## src/rtl/aes_avalon_interface.sv

```systemverilog
// aes_avalon_interface
// Avalon-MM register front end for the AES decryption core. Software loads
// key (REG0-3) and ciphertext (REG4-7), sets REG14 bit0 to start, and reads
// the captured plaintext (REG8-11) and STATUS (REG15: bit0 DONE, bit1 BUSY).
//
// Ports:
//   CLK, RESET_N        clock, async active-low reset
//   AVL_CS/READ/WRITE   slave strobes
//   AVL_ADDR            16 x 32-bit word address
//   AVL_BYTE_EN         per-byte write enables
//   AVL_WRITEDATA       write data
//   AVL_READDATA        registered read data, 1-cycle latency
//   EXPORT_DATA         {REG4[31:16], REG7[15:0]} for hex displays
//   AES_START           registered start/hold request to the core
//   AES_DONE            core done, held high while AES_START is high
//   AES_KEY             {REG0..REG3}
//   AES_MSG_ENC         {REG4..REG7}
//   AES_MSG_DEC         core plaintext, valid while AES_DONE=1
//
// state    | meaning
// IDLE     | no operation; AES_START=0, BUSY=0
// RUN      | core working; AES_START=1, BUSY=1, key/ciphertext locked
// COMPLETE | plaintext captured; AES_START held until software writes 0
// ABORT    | software cancelled; waiting for the core to finish, result dropped

module aes_avalon_interface (
  input  logic         CLK,
  input  logic         RESET_N,
  input  logic         AVL_CS,
  input  logic         AVL_READ,
  input  logic         AVL_WRITE,
  input  logic [3:0]   AVL_ADDR,
  input  logic [3:0]   AVL_BYTE_EN,
  input  logic [31:0]  AVL_WRITEDATA,
  output logic [31:0]  AVL_READDATA,
  output logic [31:0]  EXPORT_DATA,
  output logic         AES_START,
  input  logic         AES_DONE,
  output logic [127:0] AES_KEY,
  output logic [127:0] AES_MSG_ENC,
  input  logic [127:0] AES_MSG_DEC
);

  typedef enum logic [1:0] {S_IDLE, S_RUN, S_COMPLETE, S_ABORT} state_t;

  state_t      state;
  logic [31:0] regs [14];
  logic        done_flag;
  logic        busy;
  logic        wr_en;
  logic        start_wr;
  logic        go_wr;
  logic        stop_wr;
  logic        capture;
  logic [31:0] rd_mux;

  assign busy     = (state == S_RUN) || (state == S_ABORT);
  assign wr_en    = AVL_CS & AVL_WRITE;
  assign start_wr = wr_en && (AVL_ADDR == 4'd14) && AVL_BYTE_EN[0];
  assign go_wr    = start_wr &  AVL_WRITEDATA[0];
  assign stop_wr  = start_wr & ~AVL_WRITEDATA[0];
  // A stop request in the same cycle as done wins: the result is discarded.
  assign capture  = (state == S_RUN) && AES_DONE && !stop_wr;

  function automatic logic [31:0] merge_bytes(input logic [31:0] old_val,
                                              input logic [31:0] new_val,
                                              input logic [3:0]  be);
    logic [31:0] res;
    res = old_val;
    for (int b = 0; b < 4; b++)
      if (be[b]) res[8*b +: 8] = new_val[8*b +: 8];
    return res;
  endfunction

  always_ff @(posedge CLK or negedge RESET_N) begin
    if (!RESET_N) begin
      state     <= S_IDLE;
      AES_START <= 1'b0;
      done_flag <= 1'b0;
    end else begin
      case (state)
        S_IDLE: if (go_wr) begin
          state     <= S_RUN;
          AES_START <= 1'b1;
          done_flag <= 1'b0;
        end
        S_RUN: begin
          if (stop_wr) begin
            AES_START <= 1'b0;
            state     <= AES_DONE ? S_IDLE : S_ABORT;
          end else if (AES_DONE) begin
            state     <= S_COMPLETE;
            done_flag <= 1'b1;
          end
        end
        S_COMPLETE: if (stop_wr) begin
          state     <= S_IDLE;
          AES_START <= 1'b0;
        end
        S_ABORT: if (AES_DONE) state <= S_IDLE;
        default: begin
          state     <= S_IDLE;
          AES_START <= 1'b0;
        end
      endcase
    end
  end

  // Key/ciphertext are locked while the core may be sampling them; the
  // plaintext words are only ever loaded by capture.
  always_ff @(posedge CLK or negedge RESET_N) begin
    if (!RESET_N) begin
      for (int i = 0; i < 14; i++) regs[i] <= '0;
    end else begin
      for (int i = 0; i < 14; i++) begin
        if (wr_en && (AVL_ADDR == 4'(i)) &&
            (((i < 8) && !busy) || (i == 12) || (i == 13)))
          regs[i] <= merge_bytes(regs[i], AVL_WRITEDATA, AVL_BYTE_EN);
      end
      if (capture) begin
        regs[8]  <= AES_MSG_DEC[127:96];
        regs[9]  <= AES_MSG_DEC[95:64];
        regs[10] <= AES_MSG_DEC[63:32];
        regs[11] <= AES_MSG_DEC[31:0];
      end
    end
  end

  always_comb begin
    rd_mux = '0;
    if (AVL_ADDR == 4'd14)      rd_mux = {31'b0, AES_START};
    else if (AVL_ADDR == 4'd15) rd_mux = {30'b0, busy, done_flag};
    else                        rd_mux = regs[AVL_ADDR];
  end

  always_ff @(posedge CLK or negedge RESET_N) begin
    if (!RESET_N)                AVL_READDATA <= '0;
    else if (AVL_CS & AVL_READ)  AVL_READDATA <= rd_mux;
  end

  assign AES_KEY     = {regs[0], regs[1], regs[2], regs[3]};
  assign AES_MSG_ENC = {regs[4], regs[5], regs[6], regs[7]};
  assign EXPORT_DATA = {regs[4][31:16], regs[7][15:0]};

endmodule

```

## config.mk

```make
export PLATFORM = sky130hd
export DESIGN_NAME = aes_avalon_interface
export DESIGN_NICKNAME = d
export VERILOG_FILES = /design/src/rtl/aes_avalon_interface.sv
export SDC_FILE = /design/constraint.sdc
export NUM_CORES = 1
export LEC_CHECK = 0
export BUFFER_PORTS_ARGS = -buffer_cell sky130_fd_sc_hd__buf_2
export CAP_MARGIN = 10
export CORE_MARGIN = 2
export CORE_UTILIZATION = 50
export CTS_CLUSTER_SIZE = 20
export DETAILED_ROUTE_END_ITERATION = 10
export PLACE_DENSITY = 0.74
export SETUP_SLACK_MARGIN = 0.02
export SLEW_MARGIN = 20
export SYNTH_ARGS = -nofsm -noshare
export SYNTH_HDL_FRONTEND = slang
export SYNTH_SLANG_ARGS = --single-unit
```

## constraint.sdc

```tcl
create_clock -name CLK -period 2.26 [get_ports CLK]
set_input_delay 0.452 -clock CLK [delete_from_list [all_inputs] [get_ports CLK]]
set_output_delay 0.452 -clock CLK [all_outputs]
set_load 0.05 [all_outputs]
```

==> results of run 1 <==
[where the power goes]
group	internal, mW	switching [mW]	total, mW
registers	11.1	1.57	12.6
logic	3.89	6.84	10.7
clock network	4.82	3.46	8.27
total	19.8	11.9	31.6
[metrics by stage]
stage / worst slack, ps / setup TNS [ps] / area (um^2)
floorplan: 151 / 0 / 23800
global placement: -682 / -35310 / 25300
detailed placement: -195 / -22620 / 25300
CTS: 76.6 / 0 / 26900
global route: 12.8 / 0 / 26900
finish: 97.9 / 0 / 26900
[repair_timing]
action                                 4_1_cts  5_1_grt
pin swaps                                    0        0
gates resized for setup                      1        2
setup endpoints to repair                    1       21
endpoints found under the hold margin       37        0
hold buffers                                 1        0
buffers inserted                             0        0
[flip-flops by register name, indices dropped and copies added, names as in the netlist]
signal        cells
AES_START         1
AES_KEY         128
done_flag         1
state             2
regs            192
AVL_READDATA     32
AES_MSG_ENC     128
[area by class of cell]
class                           instances  share of cell area (%)
Inverter                                5                  0.0697
Sequential cell                       484                    45.0
Timing Repair Buffer                  576                    12.3
Clock inverter                         14                   0.404
Clock buffer                           77                    5.74
Tap cell                              607                    2.82
Multi-Input combinational cell        789                    33.7
Antenna cell                            5                  0.0464
[per-layer routing]
| layer | share of wire, % | up-vias | track usage, % |
|---|---|---|---|
| li1 | - | 6258 | - |
| met1 | 40 | 7677 | 34.1 |
| met2 | 49 | 599 | 44.0 |
| met3 | 7.3 | 115 | 6.24 |
| met4 | 2.9 | 8 | 9.31 |
| met5 | 0.083 | - | 0 |
[critical path, stage by stage (launching register included)]
cell,delay [ps]
dfrtp_1,370
inv_1,100
ha_1,230
nor4b_2,250
buf_4,200
and2_1,260
nand2_2,260
mux2_2,360
[cell families after synthesis]
| kind of cell | after synthesis |
|---|---|
| AO/OA/AOI/OAI | 88 |
| flip-flops | 484 |
| multiplexers | 610 |
| buffers and inverters | 394 |
| AND/OR/NAND/NOR | 86 |
| adder cells (fa/ha/maj) | 5 |
[cell usage in the layout (no fill, tap or decap), drive strengths merged, types with 2 or more instances in the layout]
master    n
buf     574
dfrtp   484
mux2    481
mux4     93
clkbuf   78
nand2    46
o21ai    37
mux2i    36
a222oi   30
clkinv   12
a21oi     9
and2      8
nor3      6
diode     5
nor2      5
inv       5
ha        5
nand3     4
nor4      3
nor3b     3
a211oi    2
a31oi     2
nand2b    2
nor4b     2
or2       2
[worst max-delay path by stage]
stage | cells past startpoint | to | start
after floorplan | 8 | regs[171] | AVL_ADDR[0]
after global placement | 5 | regs[9] | AVL_ADDR[0]
after detailed placement | 9 | regs[157] | AVL_ADDR[0]
after CTS | 7 | AES_KEY[105] | state[1]
after global routing | 7 | AES_MSG_ENC[22] | state[1]
final | 7 | AES_MSG_ENC[46] | state[1]
==> run summary, run 1 <==
DR WL/cell = 25.6 um
FILL cells = 3,735
clock sinks = 484
largest family of logic cells by synthesized area = multiplexers
count of warnings emitted by yosys = 0
DRT iter0 DRCs = 1,125
hpwl dp = 46,800 um
outcome = completed
Synth Area in Compound Gates = 2.63%
maxcap violations = 0
Post-Syn Instances = 1,667
largest area contributor in the netlist = dfrtp_1
commonest cells in the netlist = dfrtp_1 (484), mux2_2 (360), buf_4 (290)
Port-buffer cells = 494
number of CTS-inserted buffers = 50
share of cells above drive strength 1 = 58.3%
Die Span Y = 222 um
Max Root-Sink Buffers = 3
Slew headroom = 45.4%
register area share after synthesis = 50.9%
DRC Markers = 0
vias in the first global route = 15.5k
R2R Setup Slk = 100 ps
Worst Path Arrival = 2630 ps
ys async rst share = 100%
Hold Crit Start = AES_MSG_DEC[88]
Area Overhead vs Synth = 13.2%
Synth top area share = 50.9%
drt first pass iters = 5
minimum clock period = 2160 ps
DRT antenna net count = 0
worst-path maximum fanout = 8
Distinct cells, synth = 43
Hold Violations, Final = 0
cell with the most instances after synthesis = dfrtp_1
total congestion overflow = 0
Row Count = 79
hold depth = 2
final core occ = 57.6%
Hold Path Class = in -> reg
Synth Area in XOR/XNOR = 0%
Crit Reg-Reg Endpoint = AES_MSG_ENC[46]
Clk Latency, worst-skew pair = 600 ps
Placed Cells = 2,460
Synth Area in Simple Gates = 1.90%
critical path startpoint category = flip-flop
Avg Inst Size Synth = 14.3 um^2
Nets = 2,085
CTS H-tree lvls = 2
syn_nets = 1,846
Design Power = 31.6 mW
Worst Hold End = regs[152]
Total GRT Usage = 26.4%
post-synthesis instance area = 23,800 um^2
worst path required time = 2720 ps
Worst Clk Skew = 19.4 ps
Final GP Congestion = 0.846
vias after detailed routing = 14.7k
worst setup path category = reg -> reg
Slew @ Worst Pin = 818 ps
Synth Flop Type = dfrtp_1
Critical R2R Launch = state[1]
Reg clk slew, reported paths = 60 ps
largest net degree at the start of global routing = 88
Power Dens Cells = 1170 nW/um^2
TritonCTS clock tree = done
Final setup viols = 0
period utilisation layout = 95.7%
Storage cell area = 12,100 um^2
die area = 49,400 um^2
Non-Filler Instances = 2,557
fmax = 463 MHz
Boundary Pins = 495
multiplexer area fraction after synthesis = 33.1%
P_leak = 13.5 nW
vias per inst = 5.73
R2R cell count = 7
#FFs+latches synth = 484
CTS Root Cell = clkbuf_16
largest cells by area after synthesis = dfrtp_1 (51%), mux2_2 (17%), buf_4 (9.1%), mux4_2 (8.8%), mux2_1 (5.7%)
floorplan core area = 46,800 um^2
Chip Width = 222 um
worst hold slack = 65.3 ps
area of the multi-input gates = 9070 um^2
Post-synth EDFFs = 0
Slew Limit Fails = 0
peak supply drop = 0.700 mV
CP Capture Type = flip-flop
first-pass GRT wire length = 97,900 um
RSZ-0062 raised after global routing = yes
Detailed Route WL = 65,400 um
initial core utilization = 50.9%
initial antenna violation count = 8
adder-cell share of the synthesized area = 0.263%
(Power assumes the default switching activity.)
==> run 2, diff against run 1 <==
==> constraint.sdc (replaced) <==
create_clock -name CLK -period 2.26 [get_ports CLK]
set_input_delay 0.113 -clock CLK [delete_from_list [all_inputs] [get_ports CLK]]
set_output_delay 0.113 -clock CLK [all_outputs]
set_load 0.05 [all_outputs]
==> run 2 against run 1 <==
Worst hold slack improved by 49 ps. Wire length rose by 3.5%. Largest cell class unchanged. Flip-flop and latch count did not move. Core utilization rose by 3.5 points.
==> run summary, run 2 (synthesis results as in run 1) <==
most common cell after layout, fill and taps aside = buf_2
Detailed Route WL = 67,600 um
Boundary Pins = 495
Place WS = 118 ps
total congestion overflow = 0
Power Dens Cells = 1130 nW/um^2
DR WL/cell = 25.0 um
largest net degree at the start of global routing = 72
Hold Violations, Final = 0
worst setup path category = reg -> reg
commonest non-fill, non-tap cells in the layout = buf_2 (490), dfrtp_1 (484), mux2_2 (360), dlygate4sd3_1 (164), mux2_1 (121)
floorplan core area = 46,800 um^2
Largest register FFs = 192
Most flops, register = regs
met3 usage in global routing = 5.62%
Total GRT Usage = 27.3%
Reg clk slew, reported paths = 60 ps
CTS Root Cell = clkbuf_16
Clk Latency, worst-skew pair = 590 ps
vias in the first global route = 16.6k
Final setup viols = 0
hpwl dp = 46,700 um
peak supply drop = 0.880 mV
drt first pass iters = 7
Max Root-Sink Buffers = 3
FILL cells = 3,535
CTS H-tree lvls = 2
DRC Markers = 0
DRT iter0 DRCs = 1,181
CP Capture Type = flip-flop
Die Span Y = 222 um
P_leak = 14.2 nW
outcome = completed
R2R Setup Slk = 140 ps
Chip Width = 222 um
Crit Reg-Reg Endpoint = AES_MSG_ENC[101]
worst-path maximum fanout = 8
clock sinks = 484
share of cells above drive strength 1 = 53.4%
worst path required time = 2730 ps
Final GP Congestion = 0.852
Nets = 2,234
met1 Usage GRT = 34.2%
period utilisation layout = 93.8%
Hold Path Class = in -> async
first-pass GRT wire length = 102,000 um
Slew Limit Fails = 0
R2R cell count = 7
Critical R2R Launch = state[1]
Port-buffer cells = 494
minimum clock period = 2120 ps
post-CTS setup buffer count = 0
Worst Path Arrival = 2590 ps
vias per inst = 5.69
DRT antenna net count = 0
Slew @ Worst Pin = 794 ps
maxcap violations = 0
vias after detailed routing = 15.4k
Sum Neg Setup Slack = 0 ps
Top Usage Layer GRT = met2
Worst Clk Skew = 14.2 ps
number of CTS-inserted buffers = 52
initial antenna violation count = 12
fmax = 472 MHz
Slew headroom = 47.1%
initial core utilization = 50.9%
RSZ-0062 raised after global routing = yes
critical path startpoint category = flip-flop
met2 global-route usage = 47.3%
die area = 49,400 um^2
Setup WS post-layout = 140 ps
Area Overhead vs Synth = 20.0%
Row Count = 79
TritonCTS clock tree = done
-- run 2: cell types whose count changed in the layout (fill, tap and decap cells not counted), moves of 4 or more --
cell	delta
dlygate4sd3_1	+163
diode_2	+5
clkbuf_8	-4
bufinv_16	+5
buf_4	-18
-- run 2: worst max path at each step --
stage / startpoint / endpoint / slack, ps / cells past startpoint
3_3_place_gp: state[1] / AES_MSG_ENC[109] / 160 / 7
2_1_floorplan: state[1] / AES_MSG_ENC[0] / 250 / 7
6_report: state[1] / AES_MSG_ENC[101] / 140 / 7
3_5_place_dp: state[1] / AES_MSG_ENC[14] / 120 / 7
4_1_cts: state[1] / AES_MSG_ENC[12] / 100 / 7
5_1_grt: state[1] / AES_MSG_ENC[103] / 6 / 7
-- run 2: through the flow --
| step | area (um^2) | total power [mW] | hold WS [ps] | instances | utilization (%) |
|---|---|---|---|---|---|
| 2_1_floorplan | 23800 | 21.7 | -183 | 1667 | - |
| 3_3_place_gp | 25100 | 23.1 | 127 | 2444 | 53.8 |
| 3_5_place_dp | 25100 | 23.4 | 128 | 2444 | 53.8 |
| 4_1_cts | 28500 | 32.5 | 78.8 | 2701 | 61.0 |
| 5_1_grt | 28600 | 33.7 | 147 | 2709 | 61.1 |
| 6_report | 28600 | 32.4 | 115 | 2711 | 61.1 |
-- run 2: critical path, cell delays in order (launching register included) --
cell     delay [ps]
dfrtp_1         380
inv_1            90
ha_1            230
nor4b_2         250
buf_4           210
and2_1          260
nand2_2         240
mux2_2          340
-- run 2: layout make-up --
| class | instances | area (um^2) | share of cell area, % |
|---|---|---|---|
| well taps | 607 | 759 | 2.66 |
| repair buffers | 723 | 4840 | 16.9 |
| clock inverters | 20 | 260 | 0.911 |
| flip-flops and latches | 484 | 12100 | 42.4 |
| multi-input cells | 789 | 9070 | 31.7 |
| inverters | 5 | 18.8 | 0.0657 |
| clock buffers | 73 | 1490 | 5.22 |
| diodes | 10 | 25.0 | 0.0876 |
-- run 2: layer usage --
| metal | up-vias | part of all wire, % | routed length [um] |
|---|---|---|---|
| met2 | 626 | 51 | 34400 |
| met5 | - | 0.027 | 18 |
| met1 | 8125 | 40 | 26900 |
| li1 | 6557 | - | - |
| met3 | 128 | 6.4 | 4330 |
| met4 | 2 | 3.0 | 2000 |
-- run 2: repair_timing --
item	CTS	global route
setup endpoints to repair	0	49
hold endpoints to repair	769	0
hold buffers	164	0
resized for setup	0	4
-- run 2: report_power, final --
| group | internal (mW) | leakage, nW | switching (mW) |
|---|---|---|---|
| clock | 5.27 | 0.855 | 3.53 |
| combinational | 3.99 | 7.08 | 6.89 |
| sequential | 11.1 | 6.27 | 1.67 |
| total | 20.3 | 14.2 | 12.1 |
